### src/rtl/uart_pkg.sv
// Shared definitions for the UART transmit/receive pair: receiver state
// encoding and the baud divider calculation used by both directions.
package uart_pkg;

    typedef enum logic [2:0] {
        IDLE  = 3'd0,
        START = 3'd1,
        DATA  = 3'd2,
        STOP  = 3'd3,
        BREAK = 3'd4
    } uart_rx_state_t;

    // Integer division, clamped so a silly BAUD never produces a zero-length bit.
    function automatic int clks_per_bit(input int sys_clk, input int baud);
        int q;
        q = (baud > 0) ? (sys_clk / baud) : 1;
        return (q < 1) ? 1 : q;
    endfunction

endpackage

### src/rtl/sync_2ff.sv
// Two-flop synchronizer for a single asynchronous input; the reset value is
// chosen per signal so an idle line does not look like an event after reset.
module sync_2ff #(
    parameter logic RESET_VAL = 1'b1
) (
    input  logic clk,
    input  logic rst_n,
    input  logic d,
    output logic q
);

    logic meta;

    always_ff @(posedge clk or negedge rst_n) begin
        if (!rst_n) begin
            meta <= RESET_VAL;
            q    <= RESET_VAL;
        end else begin
            meta <= d;
            q    <= meta;
        end
    end

endmodule

### src/rtl/uart_rx.sv
// Asynchronous serial receiver: recovers start/data/stop frames from rx_wire
// and presents each good word with a one-cycle valid strobe.
//
// state | meaning
// ------+-----------------------------------------------------------
// IDLE  | line idle, waiting for rx_s low while enabled
// START | timing to mid start bit, then confirm it is still low
// DATA  | sampling one data bit every CLKS_PER_BIT cycles, LSB first
// STOP  | sampling mid stop bit; high -> valid, low -> frame_error
// BREAK | line held low after a bad stop bit, waiting for it to rise
module uart_rx
    import uart_pkg::*;
#(
    parameter int DATA_BITS = 8,
    parameter int BAUD      = 9600,
    parameter int SYS_CLK   = 12_000_000
) (
    input  logic                 clk,
    input  logic                 rst_n,
    input  logic                 enable,
    input  logic                 rx_wire,
    output logic [DATA_BITS-1:0] rx_output,
    output logic                 valid,
    output logic                 frame_error,
    output logic                 busy
);

    localparam int CLKS_PER_BIT = clks_per_bit(SYS_CLK, BAUD);
    localparam int HALF_BIT     = CLKS_PER_BIT / 2;
    localparam int CNT_W        = (CLKS_PER_BIT > 1) ? $clog2(CLKS_PER_BIT) : 1;
    localparam int IDX_W        = (DATA_BITS > 1) ? $clog2(DATA_BITS) : 1;

    localparam logic [CNT_W-1:0] BIT_END  = CNT_W'(CLKS_PER_BIT - 1);
    // The IDLE->START edge is already one cycle into the start bit, so the
    // start check lands exactly HALF_BIT edges after rx_s falls.
    localparam logic [CNT_W-1:0] HALF_END = CNT_W'((HALF_BIT > 1) ? HALF_BIT - 2 : 0);
    localparam logic [IDX_W-1:0] LAST_IDX = IDX_W'(DATA_BITS - 1);

    logic                 rx_s;
    uart_rx_state_t       state;
    logic [CNT_W-1:0]     cnt;
    logic [IDX_W-1:0]     bit_idx;
    logic [DATA_BITS-1:0] shift;

    sync_2ff #(
        .RESET_VAL (1'b1)
    ) u_sync_rx (
        .clk   (clk),
        .rst_n (rst_n),
        .d     (rx_wire),
        .q     (rx_s)
    );

    always_ff @(posedge clk or negedge rst_n) begin
        if (!rst_n) begin
            state       <= IDLE;
            cnt         <= '0;
            bit_idx     <= '0;
            shift       <= '0;
            rx_output   <= '0;
            valid       <= 1'b0;
            frame_error <= 1'b0;
        end else begin
            valid       <= 1'b0;
            frame_error <= 1'b0;
            if (!enable) begin
                state   <= IDLE;
                cnt     <= '0;
                bit_idx <= '0;
            end else begin
                case (state)
                    IDLE: begin
                        if (!rx_s) begin
                            state <= START;
                            cnt   <= '0;
                        end
                    end
                    START: begin
                        if (cnt == HALF_END) begin
                            cnt     <= '0;
                            bit_idx <= '0;
                            state   <= rx_s ? IDLE : DATA;
                        end else begin
                            cnt <= cnt + CNT_W'(1);
                        end
                    end
                    DATA: begin
                        if (cnt == BIT_END) begin
                            cnt            <= '0;
                            shift[bit_idx] <= rx_s;
                            if (bit_idx == LAST_IDX) begin
                                state <= STOP;
                            end else begin
                                bit_idx <= bit_idx + IDX_W'(1);
                            end
                        end else begin
                            cnt <= cnt + CNT_W'(1);
                        end
                    end
                    STOP: begin
                        if (cnt == BIT_END) begin
                            cnt <= '0;
                            if (rx_s) begin
                                rx_output <= shift;
                                valid     <= 1'b1;
                                state     <= IDLE;
                            end else begin
                                frame_error <= 1'b1;
                                state       <= BREAK;
                            end
                        end else begin
                            cnt <= cnt + CNT_W'(1);
                        end
                    end
                    BREAK: begin
                        if (rx_s) begin
                            state <= IDLE;
                        end
                    end
                    default: begin
                        state <= IDLE;
                        cnt   <= '0;
                    end
                endcase
            end
        end
    end

    assign busy = (state != IDLE);

    a_pulse_exclusive: assert property (@(posedge clk) disable iff (!rst_n)
        !(valid && frame_error));

    a_cnt_bound: assert property (@(posedge clk) disable iff (!rst_n)
        cnt <= BIT_END);

endmodule

### config.mk
export PLATFORM = sky130hd
export DESIGN_NAME = uart_rx
export DESIGN_NICKNAME = d
export VERILOG_FILES = /design/src/rtl/uart_pkg.sv /design/src/rtl/sync_2ff.sv /design/src/rtl/uart_rx.sv
export SDC_FILE = /design/constraint.sdc
export NUM_CORES = 1
export LEC_CHECK = 0
export CORE_MARGIN = 3
export CORE_UTILIZATION = 45
export CTS_CLUSTER_SIZE = 20
export DETAILED_ROUTE_END_ITERATION = 7
export GPL_ROUTABILITY_DRIVEN = 0
export PLACE_DENSITY_LB_ADDON = 0.08
export SETUP_SLACK_MARGIN = 0.15
export SLEW_MARGIN = 20
export SYNTH_ARGS = -nofsm -noshare
export SYNTH_HDL_FRONTEND = slang
export SYNTH_HIERARCHICAL = 1
export SYNTH_SLANG_ARGS = --single-unit
### constraint.sdc
create_clock -name clk -period 2.35 [get_ports clk]
set_input_delay 0.3525 -clock clk [delete_from_list [all_inputs] [get_ports clk]]
set_output_delay 0.3525 -clock clk [all_outputs]
set_load 0.05 [all_outputs]
==> results by group <==
Run status
  • Status: finished, final reports clean

Die
  • Die Wd: 71.7 µm
  • CORE AREA: 0.00409 mm²
  • Die Ht: 71.7 µm
  • Ports: 15
  • Total die area: 0.00514 mm²
  • Row Count: 23
  • Starting density of the core: 0.476

Clocking
  • Skew-Pair Late Insertion Delay: 290 ps
  • Clk slew on worst S/H paths: 80 ps
  • CTS H-tree depth: 2
  • Root Driver: clkbuf_8
  • Clk buf depth: 2
  • Total CTS buffers: 5
  • Hold_buf cts: 0
  • CTS tree: yes
  • Clock sinks: 37

Synth
  • Synth warn: 6
  • Share of synthesized registers carrying an async set or reset: 1.00
  • Synth top area share: 0.451
  • Synth Register Bits: 37
  • Yosys cell types: 47
  • Mapped Nets: 181
  • Cells after Synth: 173
  • Largest cells by area after synthesis: dfrtp_1, mux2_4, mux2_2, nand3_1, nand2_1
  • Mapped Area: 0.00194 mm²
  • Cell accounting for the most synthesized area: dfrtp_1
  • Prevailing post-synth register cell: dfrtp_1
  • EDFF count, synth: 0
  • Post-synthesis average cell area: 11.2 µm²
  • Register area share after synthesis: 0.478

Power and ir drop
  • Total chip power: 0.00173 W
  • Power Density: 748 mW/mm²
  • Peak supply drop: 0.000386 V
  • Lkg Pwr: 1.01 nW

STA
  • Worst Slack Setup Final: 256 ps
  • Max-slew violations: 0
  • Achievable Freq: 0.477 GHz
  • Final-report hold violation count: 0
  • Worst Tran Pin Value: 493 ps
  • Final TNS setup: 0 ps
  • Minimum clock period: 2090 ps
  • Hold_ws: 357 ps
  • Final period util: 0.891
  • RSZ-0062 raised after global routing: false
  • Final setup viols: 0
  • Headroom to the max-slew limit: 0.670
  • Clk_skew: 6.40 ps

Placement
  • Port Buffers: 14
  • Placement Setup Slack: 199 ps
  • Hpwl dp: 2660 µm

Flow run
  • Max Cap Viol: 0

Drt
  • DR vias: 1,439
  • DR pass1 iterations: 4
  • WL final: 3820 µm
  • Vias per inst: 5.80
  • Wire per inst: 15.4 µm
  • 1st-iter DRT viols: 50
  • DRC Markers: 0
  • Post-DRT Antenna Nets: 0

Final layout
  • FILL cells: 351
  • Nets@finish: 205
  • Core Util, Final: 0.567
  • Ratio of cells with drive above 1 in the final layout: 0.237
  • Ant. Diodes: 0
  • Synth-to-layout area growth: 19.2%

Setup path
  • FF-to-FF setup slack: 260 ps
  • R2R Path End: bit_idx[0]$_DFFE_PN0P_
  • WP data required: 2530 ps
  • Reg2Reg Launch Point: bit_idx[1]$_DFFE_PN0P_
  • Crit start category: flip-flop
  • CP endpoint kind: flip-flop
  • Reg2Reg Depth: 6
  • Kind of critical path: reg -> reg
  • CP max FO: 7
  • Critical path arrival: 2270 ps

GRT
  • Initial antenna violation count: 0
  • Grt ovf: 0
  • Maximum number of pins on one net before global-route repair: 38
  • First-pass GRT wire length: 6560 µm
  • Number of global-route vias before repair: 1,390
  • Tot GR Track Use: 0.164

Hold path
  • WHS Endpoint: u_sync_rx/q$_DFF_PN1_
  • Min-Delay Path Class: reg -> reg
  • Hold depth: 0
  • Hold path start: u_sync_rx/meta$_DFF_PN1_
## area by class of cell
cell class                      instances  area [µm²]  share of cell area
Inverter                                3        11.3             0.00486
Tap cell                               50        62.6              0.0270
Multi-Input combinational cell        126         961               0.415
Clock buffer                            5        68.8              0.0297
Sequential cell                        37         930               0.401
Clock inverter                          3        68.8              0.0297
Timing Repair Buffer                   24         214              0.0924
## cells in the final DEF (no fill, tap or decap), types with 4 or more instances in the layout
| master | instances |
|---|---|
| mux2_4 | 8 |
| nand4_1 | 4 |
| o21ai_0 | 9 |
| nor3_1 | 6 |
| ha_1 | 4 |
| o211ai_1 | 5 |
| clkdlybuf4s50_1 | 13 |
| mux2_2 | 10 |
| buf_4 | 10 |
| nand2_1 | 16 |
| nand3_1 | 12 |
| clkbuf_8 | 5 |
| nor2_1 | 7 |
| dfrtp_1 | 34 |
## metal layers
layer	vias up	GRT usage	part of all wire
met4	0	0.0564	0.0089
met2	23	0.281	0.50
met5	-	0	0
met3	4	0.0435	0.032
li1	692	-	-
met1	720	0.201	0.46
## registers in the layout (all words and copies together), names as in the netlist
signal          count
cnt                11
state               3
frame_error         1
shift               8
rx_output           8
bit_idx             3
u_sync_rx/meta      1
u_sync_rx/q         1
valid               1
## Yosys cell counts (3+ instances only)
library cell and n:
mux2_2 10, clkbuf_1 4, nor3_1 6, nor2_1 7, nand4_1 4, o21ai_0 9, o211ai_1 5, mux2_4 8
inv_1 3, nand3_1 12, nand2_1 16, dfrtp_1 35, nand2b_1 3, ha_1 4, and3_1 3
## through the flow
step                      cell area [µm²]  cells
final                                2320    248
after global placement               2180    240
after CTS                            2310    248
after global routing                 2320    248
after detailed placement             2180    240
after floorplan                      1940    173
## power by group
group | total, W | internal (W) | switching (W)
Combinational | 0.000342 | 0.000130 | 0.000212
Clock | 0.000664 | 0.000427 | 0.000237
Sequential | 0.000726 | 0.000667 | 0.0000592
## cell families (layout without fill, tap and decap cells)
group / after synthesis / after routing / share of synthesized area
AOI/OAI and AO/OA: 31 / 31 / 0.120
xor gates and xnor gates: 2 / 2 / 0.00902
adders and majority gates: 4 / 4 / 0.0258
buffers and inverters: 10 / 35 / 0.0277
DFF: 37 / 37 / 0.478
muxes: 19 / 19 / 0.125
and+or+nand+nor: 70 / 70 / 0.214
## how the worst max path moves through the flow
stage	start	endpoint	cells past startpoint
after global routing	bit_idx[1]$_DFFE_PN0P_	bit_idx[0]$_DFFE_PN0P_	6
final	bit_idx[1]$_DFFE_PN0P_	bit_idx[0]$_DFFE_PN0P_	6
after detailed placement	enable	shift[3]$_DFFE_PN0P_	5
after global placement	enable	shift[3]$_DFFE_PN0P_	5
after floorplan	cnt[2]$_DFFE_PN0P_	rx_output[0]$_DFFE_PN0P_	6
after CTS	bit_idx[1]$_DFFE_PN0P_	bit_idx[0]$_DFFE_PN0P_	6
## worst max-delay path, cell delays in order, from the launching register on
cell	delay (ps)
dfrtp_2	460
ha_1	200
ha_1	200
or3b_2	440
a21oi_1	180
o221ai_1	190
mux2_2	310
## what timing repair did
item	CTS	global route
buffers inserted	0	0
resized for setup	1	1
pin swaps	0	0
gates cloned	0	0
hold endpoints to repair	0	0
setup endpoints to repair	1	1
No activity file was read; power rests on OpenSTA's default activity.
